File: src/rtl/somador_serial.sv
// Bit-serial adder: S = A + B, one bit per clock through a single full-adder
// cell and a carry flip-flop. Reports carry-out and signed overflow, and uses
// a start/busy/done handshake to sit beside the serial subtractor in the ULA.
module somador_serial #(
   parameter int unsigned WIDTH = 4
) (
   input  logic             clk,
   input  logic             reset,
   input  logic             start,
   input  logic [WIDTH-1:0] A,
   input  logic [WIDTH-1:0] B,
   output logic             busy,
   output logic             done,
   output logic [WIDTH-1:0] S,
   output logic             Cout,
   output logic             Overflow
);

   localparam int unsigned CW = (WIDTH > 2) ? $clog2(WIDTH) : 1;
   localparam logic [CW-1:0] LAST = CW'(WIDTH - 1);

   typedef enum logic [1:0] {
      OCIOSO = 2'd0,
      SOMA   = 2'd1,
      FIM    = 2'd2
   } state_t;

   state_t           r_state;
   state_t           w_state_next;

   logic [WIDTH-1:0] r_ra;
   logic [WIDTH-1:0] r_rb;
   logic [WIDTH-1:0] r_psum;
   logic [CW-1:0]    r_cnt;
   logic             r_carry;

   logic [WIDTH-1:0] r_s;
   logic             r_cout;
   logic             r_ovf;
   logic             r_busy;
   logic             r_done;

   logic             w_sbit;
   logic             w_carry_next;
   logic [WIDTH-1:0] w_psum_next;
   logic             w_last;

   // Full-adder cell on the current LSBs plus the sum shift-in path
   always_comb begin
      w_sbit       = r_ra[0] ^ r_rb[0] ^ r_carry;
      w_carry_next = (r_ra[0] & r_rb[0]) | (r_ra[0] & r_carry) | (r_rb[0] & r_carry);
      w_psum_next  = {w_sbit, r_psum[WIDTH-1:1]};
      w_last       = (r_cnt == LAST);
   end

   // Next-state logic: accept start only when idle, finish after bit WIDTH-1
   always_comb begin
      w_state_next = r_state;
      case (r_state)
         OCIOSO:  if (start) w_state_next = SOMA;
         SOMA:    if (w_last) w_state_next = FIM;
         FIM:     w_state_next = OCIOSO;
         default: w_state_next = OCIOSO;
      endcase
   end

   // State register with busy/done registered from the next state
   always_ff @(posedge clk) begin
      if (reset) begin
         r_state <= OCIOSO;
         r_busy  <= 1'b0;
         r_done  <= 1'b0;
      end else begin
         r_state <= w_state_next;
         r_busy  <= (w_state_next != OCIOSO);
         r_done  <= (w_state_next == FIM);
      end
   end

   // Operand capture, bit-serial datapath and result registers
   always_ff @(posedge clk) begin
      if (reset) begin
         r_ra    <= '0;
         r_rb    <= '0;
         r_psum  <= '0;
         r_cnt   <= '0;
         r_carry <= 1'b0;
         r_s     <= '0;
         r_cout  <= 1'b0;
         r_ovf   <= 1'b0;
      end else begin
         case (r_state)
            OCIOSO: begin
               if (start) begin
                  r_ra    <= A;
                  r_rb    <= B;
                  r_psum  <= '0;
                  r_cnt   <= '0;
                  r_carry <= 1'b0;
               end
            end
            SOMA: begin
               r_ra    <= r_ra >> 1;
               r_rb    <= r_rb >> 1;
               r_psum  <= w_psum_next;
               r_carry <= w_carry_next;
               r_cnt   <= r_cnt + CW'(1);
               if (w_last) begin
                  r_s    <= w_psum_next;
                  r_cout <= w_carry_next;
                  // On the MSB edge r_carry is exactly the carry into the MSB
                  r_ovf  <= r_carry ^ w_carry_next;
               end
            end
            default: ;
         endcase
      end
   end

   assign busy     = r_busy;
   assign done     = r_done;
   assign S        = r_s;
   assign Cout     = r_cout;
   assign Overflow = r_ovf;

endmodule

File: config.mk
export PLATFORM = sky130hd
export DESIGN_NAME = somador_serial
export DESIGN_NICKNAME = d
export VERILOG_FILES = /design/src/rtl/somador_serial.sv
export SDC_FILE = /design/constraint.sdc
export NUM_CORES = 1
export LEC_CHECK = 0
export ABC_CLOCK_PERIOD_IN_PS = 2750
export BUFFER_PORTS_ARGS = -buffer_cell sky130_fd_sc_hd__buf_4
export CAP_MARGIN = 20
export CORE_UTILIZATION = 60
export CTS_BUF_LIST = sky130_fd_sc_hd__clkbuf_8
export DETAILED_ROUTE_END_ITERATION = 12
export MAX_ROUTING_LAYER = met4
export PLACE_DENSITY_LB_ADDON = 0.12
export REMOVE_ABC_BUFFERS = 1
export SLEW_MARGIN = 30
export SYNTH_ARGS = -nofsm -noshare
export SYNTH_HDL_FRONTEND = slang
export SYNTH_SLANG_ARGS = --single-unit
File: constraint.sdc
create_clock -name clk -period 2.75 [get_ports clk]
set_input_delay 0.4125 -clock clk [delete_from_list [all_inputs] [get_ports clk]]
set_output_delay 0.4125 -clock clk [all_outputs]
set_load 0.01 [all_outputs]
==> results_dict.tcl, run 1 <==
set metrics [dict create \
    status "finished with violations" \
    violations "design-rule violations" \
    dp_hpwl_um 1080 \
    p_sw_share_pct 22.1 \
    cp.arrival_ns 1.56 \
    worstMarginPinSlew_ns 0.498 \
    synth_top_area_share_pct 46.7 \
    postCtsSetupRepairBufs 0 \
    p_int_mw 0.529 \
    drtIter0Drc 11 \
    num_rows 14 \
    drc_errors 2 \
    layout_commonest_cell "dfxtp_1" \
    cts_sinks 24 \
    yosys-top-cells-area "dfxtp_1 (47%), mux2i_1 (11%), a211oi_2 (9.7%)" \
    async_flop_share_pct 0 \
    combPwrFrac_pct 12.0 \
    cpLargestDelayFamily "simple AND/OR/NAND/NOR gates" \
    r2r_setup_slack_ns 1.34 \
    gp_congestion 0.715 \
    cts-root-buf "clkbuf_8" \
    power_switching_mw 0.150 \
    skew_ns 0.00366 \
    ys.flop_type "dfxtp_1" \
    cp_data_required_time_ns 2.89 \
    insertion_delay_ns 0.25 \
    clock_path_buffers 2 \
    syn_to_final_growth_pct 16.2 \
    pwr_density_cell_mw_per_mm2 568 \
    cts_tree "yes" \
    synth_area_leader_cell "dfxtp_1" \
    clock.fmax_ghz 0.707 \
    io_buffers 18 \
    syn_area_mm2 0.00103 \
    stdcell_count 125 \
    critPathLaunchType "flip-flop" \
    drv_cap 0 \
    synth_edf_count 0 \
    ios 19 \
    finalCritPeriodShare_pct 51.4 \
    path_class "flip-flop to flip-flop" \
    hold_depth 3 \
    grtUsageTotal_pct 20.2 \
    die_w_um 43.4 \
    dp.cells 121 \
    ir_worst_vdd_mv 0.356 \
    yosys_warnings 0 \
    ys_ff_latch 24 \
    final_cell_mix "dfxtp_1 (24), buf_4 (19), nor2_1 (15)" \
    routedWlPerCell_um 12.7 \
    ys_seq_area_share_pct 46.7 \
    start_util_pct 66.1 \
    antenna_found_initial 0 \
    n_antenna_cell 0 \
    clk_transition_reported_paths_ns 0.08 \
    p_clk_share_pct 33.5 \
    die_h_um 43.4 \
    totalWireLength_um 1590 \
    slowest_delay_ns 0.48 \
    grt_overflow 0 \
    min-delay-start "B[3]" \
    end_kind "flip-flop" \
    cts_inserted_buffers 3 \
    ctsResizeCount 0 \
    grt_max_degree 25 \
    synth.distinct_cells 23 \
    finalHoldViolations 0 \
    hold_buffers 0 \
    grt_pass1_wl_um 2770 \
    post-route-min-period_ns 1.41 \
    hold_path_class "primary input to flip-flop" \
    rr_worst_depth 4 \
    hold_end "r_rb[3]$_SDFFE_PP0P_" \
    reg2reg_from "r_cnt[0]$_SDFFE_PP0P_" \
    core_area_mm2 0.00156 \
    avgSynthCellArea_um2 11.3 \
    slew_viol_final 0 \
    setup_viol 0 \
    drt_pass1_iterations 8 \
    critical_path.slowest_cell "and3b_1" \
    rr_endpoint "Overflow$_SDFFE_PP0P_" \
    drive_above_1_share_pct 35.8 \
    htreeDepth 1 \
    tns_ns 0 \
    power.leakage_nw 0.482 \
    nNetsFinal 123 \
    crit_path_max_fanout 10 \
    netlist_instances 91 \
    viasPerCell 5.55 \
    crit_chain "ha_1 > and3b_1 > mux2i_1 > nor2_1" \
    worst-path-buf-inv 0 \
    dieArea_mm2 0.00189 \
    rsz0062_at_grt "false" \
    slew_headroom_pct 66.8 \
    drtAntennaViolNets 0 \
    vias 694 \
    pwr-share-seq_pct 54.5 \
    grt_pass1_vias 659 \
]
worst min-delay path, stage by stage:
cell,delay (ns)
buf_4,0.07
a22oi_1,0.05
nor2_1,0.07
stage by stage:
step	area, um2	utilization (%)	setup slack (ns)	power [mW]	hold slack [ns]
after floorplan	978	-	1.28	0.430	0.464
after global placement	1140	73.2	1.40	0.458	0.478
after detailed placement	1140	73.2	1.34	0.460	0.490
after CTS	1200	76.7	1.32	0.686	0.390
after global routing	1200	76.7	1.21	0.710	0.424
final	1200	76.7	1.34	0.679	0.391
cell type report:
| cell class | count | area [um2] |
|---|---|---|
| clock buffer | 4 | 55.1 |
| fill | 116 | 363 |
| inverter | 3 | 11.3 |
| multi-input combinational | 59 | 487 |
| sequential | 24 | 480 |
| tap | 16 | 20.0 |
| timing repair buffer | 19 | 143 |
how the worst max path moves through the flow:
| stage | from | to | cells past startpoint |
|---|---|---|---|
| 2_1_floorplan | r_state[0]$_SDFF_PP0_ | Overflow$_SDFFE_PP0P_ | 3 |
| 3_5_place_dp | r_cnt[0]$_SDFFE_PP0P_ | Overflow$_SDFFE_PP0P_ | 4 |
| 5_1_grt | r_cnt[0]$_SDFFE_PP0P_ | Overflow$_SDFFE_PP0P_ | 4 |
| 6_report | r_cnt[0]$_SDFFE_PP0P_ | Overflow$_SDFFE_PP0P_ | 4 |
| 3_3_place_gp | r_cnt[0]$_SDFFE_PP0P_ | Overflow$_SDFFE_PP0P_ | 4 |
| 4_1_cts | r_cnt[0]$_SDFFE_PP0P_ | Overflow$_SDFFE_PP0P_ | 4 |
synthesized netlist by cell type, types with 2 or more instances:
| master | count |
|---|---|
| a2bb2oi_1 | 2 |
| mux2i_1 | 11 |
| dfxtp_1 | 24 |
| nor2_1 | 15 |
| nor2_2 | 6 |
| inv_1 | 3 |
| buf_6 | 2 |
| a22oi_1 | 5 |
| nor2b_1 | 2 |
| a211oi_2 | 8 |
state kept, by name, indices dropped and copies added, names as in the netlist:
register,flops
r_carry,1
S,4
r_cnt,2
Overflow,1
Cout,1
busy,1
r_psum,3
r_state,2
done,1
r_ra,4
r_rb,4
cell families after synthesis:
group,after synthesis,synth area share [%]
AND/OR/NAND/NOR,27,13.4
flip-flops,24,46.7
AO/OA/AOI/OAI,18,19.2
buffers and inverters,8,6.07
XOR/XNOR,1,0.851
multiplexers,11,10.7
adder cells (fa/ha/maj),2,3.16
layer usage:
layer / routed length, um / share of wire [%] / GRT usage [%] / up-vias
li1: - / - / - / 348
met1: 773 / 49 / 26.6 / 328
met3: 69 / 4.4 / 2.50 / 2
met4: 9 / 0.57 / 7.50 / 0
met2: 731 / 46 / 31.8 / 16
met5: 0 / 0 / - / -
power groups by stage:
stage | Combinational (mW) | Clock, mW | Sequential [mW]
4_1_cts | 0.0826 | 0.233 | 0.370
2_1_floorplan | 0.0492 | 0 | 0.381
6_report | 0.0817 | 0.227 | 0.370
5_1_grt | 0.0913 | 0.246 | 0.372
3_5_place_dp | 0.0821 | 0 | 0.378
3_3_place_gp | 0.0800 | 0 | 0.378
No activity file was read; power rests on OpenSTA's default activity.
==> inputs of run 2 (changes only) <==
--- a/config.mk
+++ b/config.mk
@@ -5,10 +5,10 @@
 export SDC_FILE = /design/constraint.sdc
 export NUM_CORES = 1
 export LEC_CHECK = 0
-export ABC_CLOCK_PERIOD_IN_PS = 2750
+export ABC_CLOCK_PERIOD_IN_PS = 1210
 export BUFFER_PORTS_ARGS = -buffer_cell sky130_fd_sc_hd__buf_4
 export CAP_MARGIN = 20
-export CORE_UTILIZATION = 60
+export CORE_UTILIZATION = 50
 export CTS_BUF_LIST = sky130_fd_sc_hd__clkbuf_8
 export DETAILED_ROUTE_END_ITERATION = 12
 export MAX_ROUTING_LAYER = met4
==> constraint.sdc (replaced) <==
create_clock -name clk -period 1.21 [get_ports clk]
set_input_delay 0.1815 -clock clk [delete_from_list [all_inputs] [get_ports clk]]
set_output_delay 0.1815 -clock clk [all_outputs]
set_load 0.01 [all_outputs]
==> results_dict.tcl, run 2 (synthesized netlist as in run 1, its figures left out) <==
set metrics [dict create \
    drt_pass1_iterations 4 \
    core_area_mm2 0.00194 \
    final_cell_mix "buf_4 (24), dfxtp_1 (19), nor2_1 (15)" \
    rsz0062_at_grt "true" \
    grt_pass1_wl_um 2590 \
    n_antenna_cell 0 \
    worstMarginPinSlew_ns 0.290 \
    critical_path.slowest_cell "fa_2" \
    slew_headroom_pct 80.6 \
    cts_tree "yes" \
    pre_cts_slack_ns -0.0846 \
    cp_data_required_time_ns 1.36 \
    clock.fmax_ghz 0.802 \
    worst-path-buf-inv 1 \
    syn_to_final_growth_pct 27.7 \
    dieArea_mm2 0.00224 \
    hold_depth 3 \
    num_rows 16 \
    grtUsageTotal_pct 16.6 \
    setup_viol 3 \
    nNetsFinal 129 \
    finalHoldViolations 0 \
    dp_hpwl_um 1160 \
    post-route-worst-setup-slack_ns -0.0362 \
    pwr_density_cell_mw_per_mm2 1330 \
    antenna_found_initial 0 \
    crit_path_max_fanout 2 \
    drc_errors 0 \
    routedWlPerCell_um 11.3 \
    htreeDepth 1 \
    violations "negative setup slack" \
    n_fill_cell 167 \
    p_total_mw 1.74 \
    start_util_pct 53.0 \
    skew_ns 0.00491 \
    cp_num_cells 4 \
    critPathLaunch "r_carry$_SDFFE_PP0P_" \
    viasPerCell 4.96 \
    die_h_um 47.4 \
    grt_overflow 0 \
    postCtsSetupRepairBufs 0 \
    drive_above_1_share_pct 48.7 \
    io_buffers 18 \
    insertion_delay_ns 0.26 \
    layout_commonest_cell "buf_4" \
    cpLargestDelayFamily "adder cells" \
    crit_chain "inv_2 > fa_2 > a2bb2oi_2 > nor2_1" \
    cts-root-buf "clkbuf_8" \
    reg2reg_from "r_carry$_SDFFE_PP0P_" \
    cp.arrival_ns 1.40 \
    totalWireLength_um 1610 \
    end_kind "flip-flop" \
    ios 19 \
    status "finished with violations" \
    slew_viol_final 0 \
    drv_cap 0 \
    drtAntennaViolNets 0 \
    min-delay-start "B[3]" \
    cts_sinks 24 \
    power.leakage_nw 0.522 \
    finalCritPeriodShare_pct 103 \
    drtIter0Drc 14 \
    gp_congestion 0.692 \
    ir_worst_vdd_mv 1.07 \
    post-route-min-period_ns 1.25 \
    die_w_um 47.4 \
    cts_inserted_buffers 3 \
    clk_transition_reported_paths_ns 0.09 \
    path_class "flip-flop to flip-flop" \
    clock_path_buffers 2 \
    hold_path_class "primary input to flip-flop" \
    grt_max_degree 25 \
    slowest_delay_ns 0.58 \
    rr_worst_depth 4 \
    vias 705 \
    critPathLaunchType "flip-flop" \
    grt_pass1_vias 630 \
]
-- run 2: worst register-to-register path: cells and delay by family, from the launching register on --
kind / cells / cell delay [ns]
buffers and inverters: 1 / 0.04
AO/OA/AOI/OAI: 1 / 0.13
AND/OR/NAND/NOR: 1 / 0.05
flip-flops: 1 / 0.34
adder cells (fa/ha/maj): 1 / 0.58
-- run 2: layout make-up --
class	instances	area, um2	share of cell area [%]
tap	27	33.8	2.57
sequential	24	489	37.2
inverter	3	11.3	0.856
clock inverter	1	30.0	2.28
multi-input combinational	59	509	38.7
clock buffer	3	41.3	3.14
timing repair buffer	25	200	15.2
-- run 2: final timing paths --
path,end,slack [ns]
setup / recovery,r_psum[3]$_SDFFE_PP0P_,-0.04
hold / removal,r_rb[3]$_SDFFE_PP0P_,0.16
setup reg to reg,r_psum[3]$_SDFFE_PP0P_,-0.04
hold reg to reg,S[0]$_SDFFE_PP0P_,0.50
-- run 2: timing repair --
item | CTS | global route
pin swaps | 2 | 0
resized for setup | 11 | 2
setup endpoints to repair | 7 | 9
hold buffers | 0 | 0
-- run 2: power breakdown --
part / total, mW / internal (mW) / leakage (nW) / switching, mW
clock network: 0.688 / 0.442 / 0.0357 / 0.247
registers: 0.847 / 0.823 / 0.198 / 0.0235
logic: 0.210 / 0.112 / 0.288 / 0.0972
total: 1.74 / 1.38 / 0.522 / 0.367
-- run 2: stage by stage --
| step | setup TNS (ns) | instance area (um2) | hold slack (ns) | instances | util [%] |
|---|---|---|---|---|---|
| after CTS | -0.0676 | 1310 | 0.161 | 142 | 67.5 |
| after floorplan | -1.90 | 978 | 0.246 | 86 | - |
| final | -0.0537 | 1320 | 0.163 | 142 | 67.7 |
| after global routing | -0.277 | 1320 | 0.174 | 142 | 67.7 |
| after detailed placement | -0.339 | 1210 | 0.438 | 138 | 62.4 |
| after global placement | -0.0910 | 1210 | 0.417 | 138 | 62.4 |
-- run 2: layer usage --
metal / vias up / global-route usage (%) / share of wire [%]
met1: 330 / 21.8 / 49
met3: 2 / 2.31 / 2.5
met2: 8 / 26.3 / 48
met4: 0 / 5.14 / 0.37
met5: - / - / 0
li1: 365 / - / -
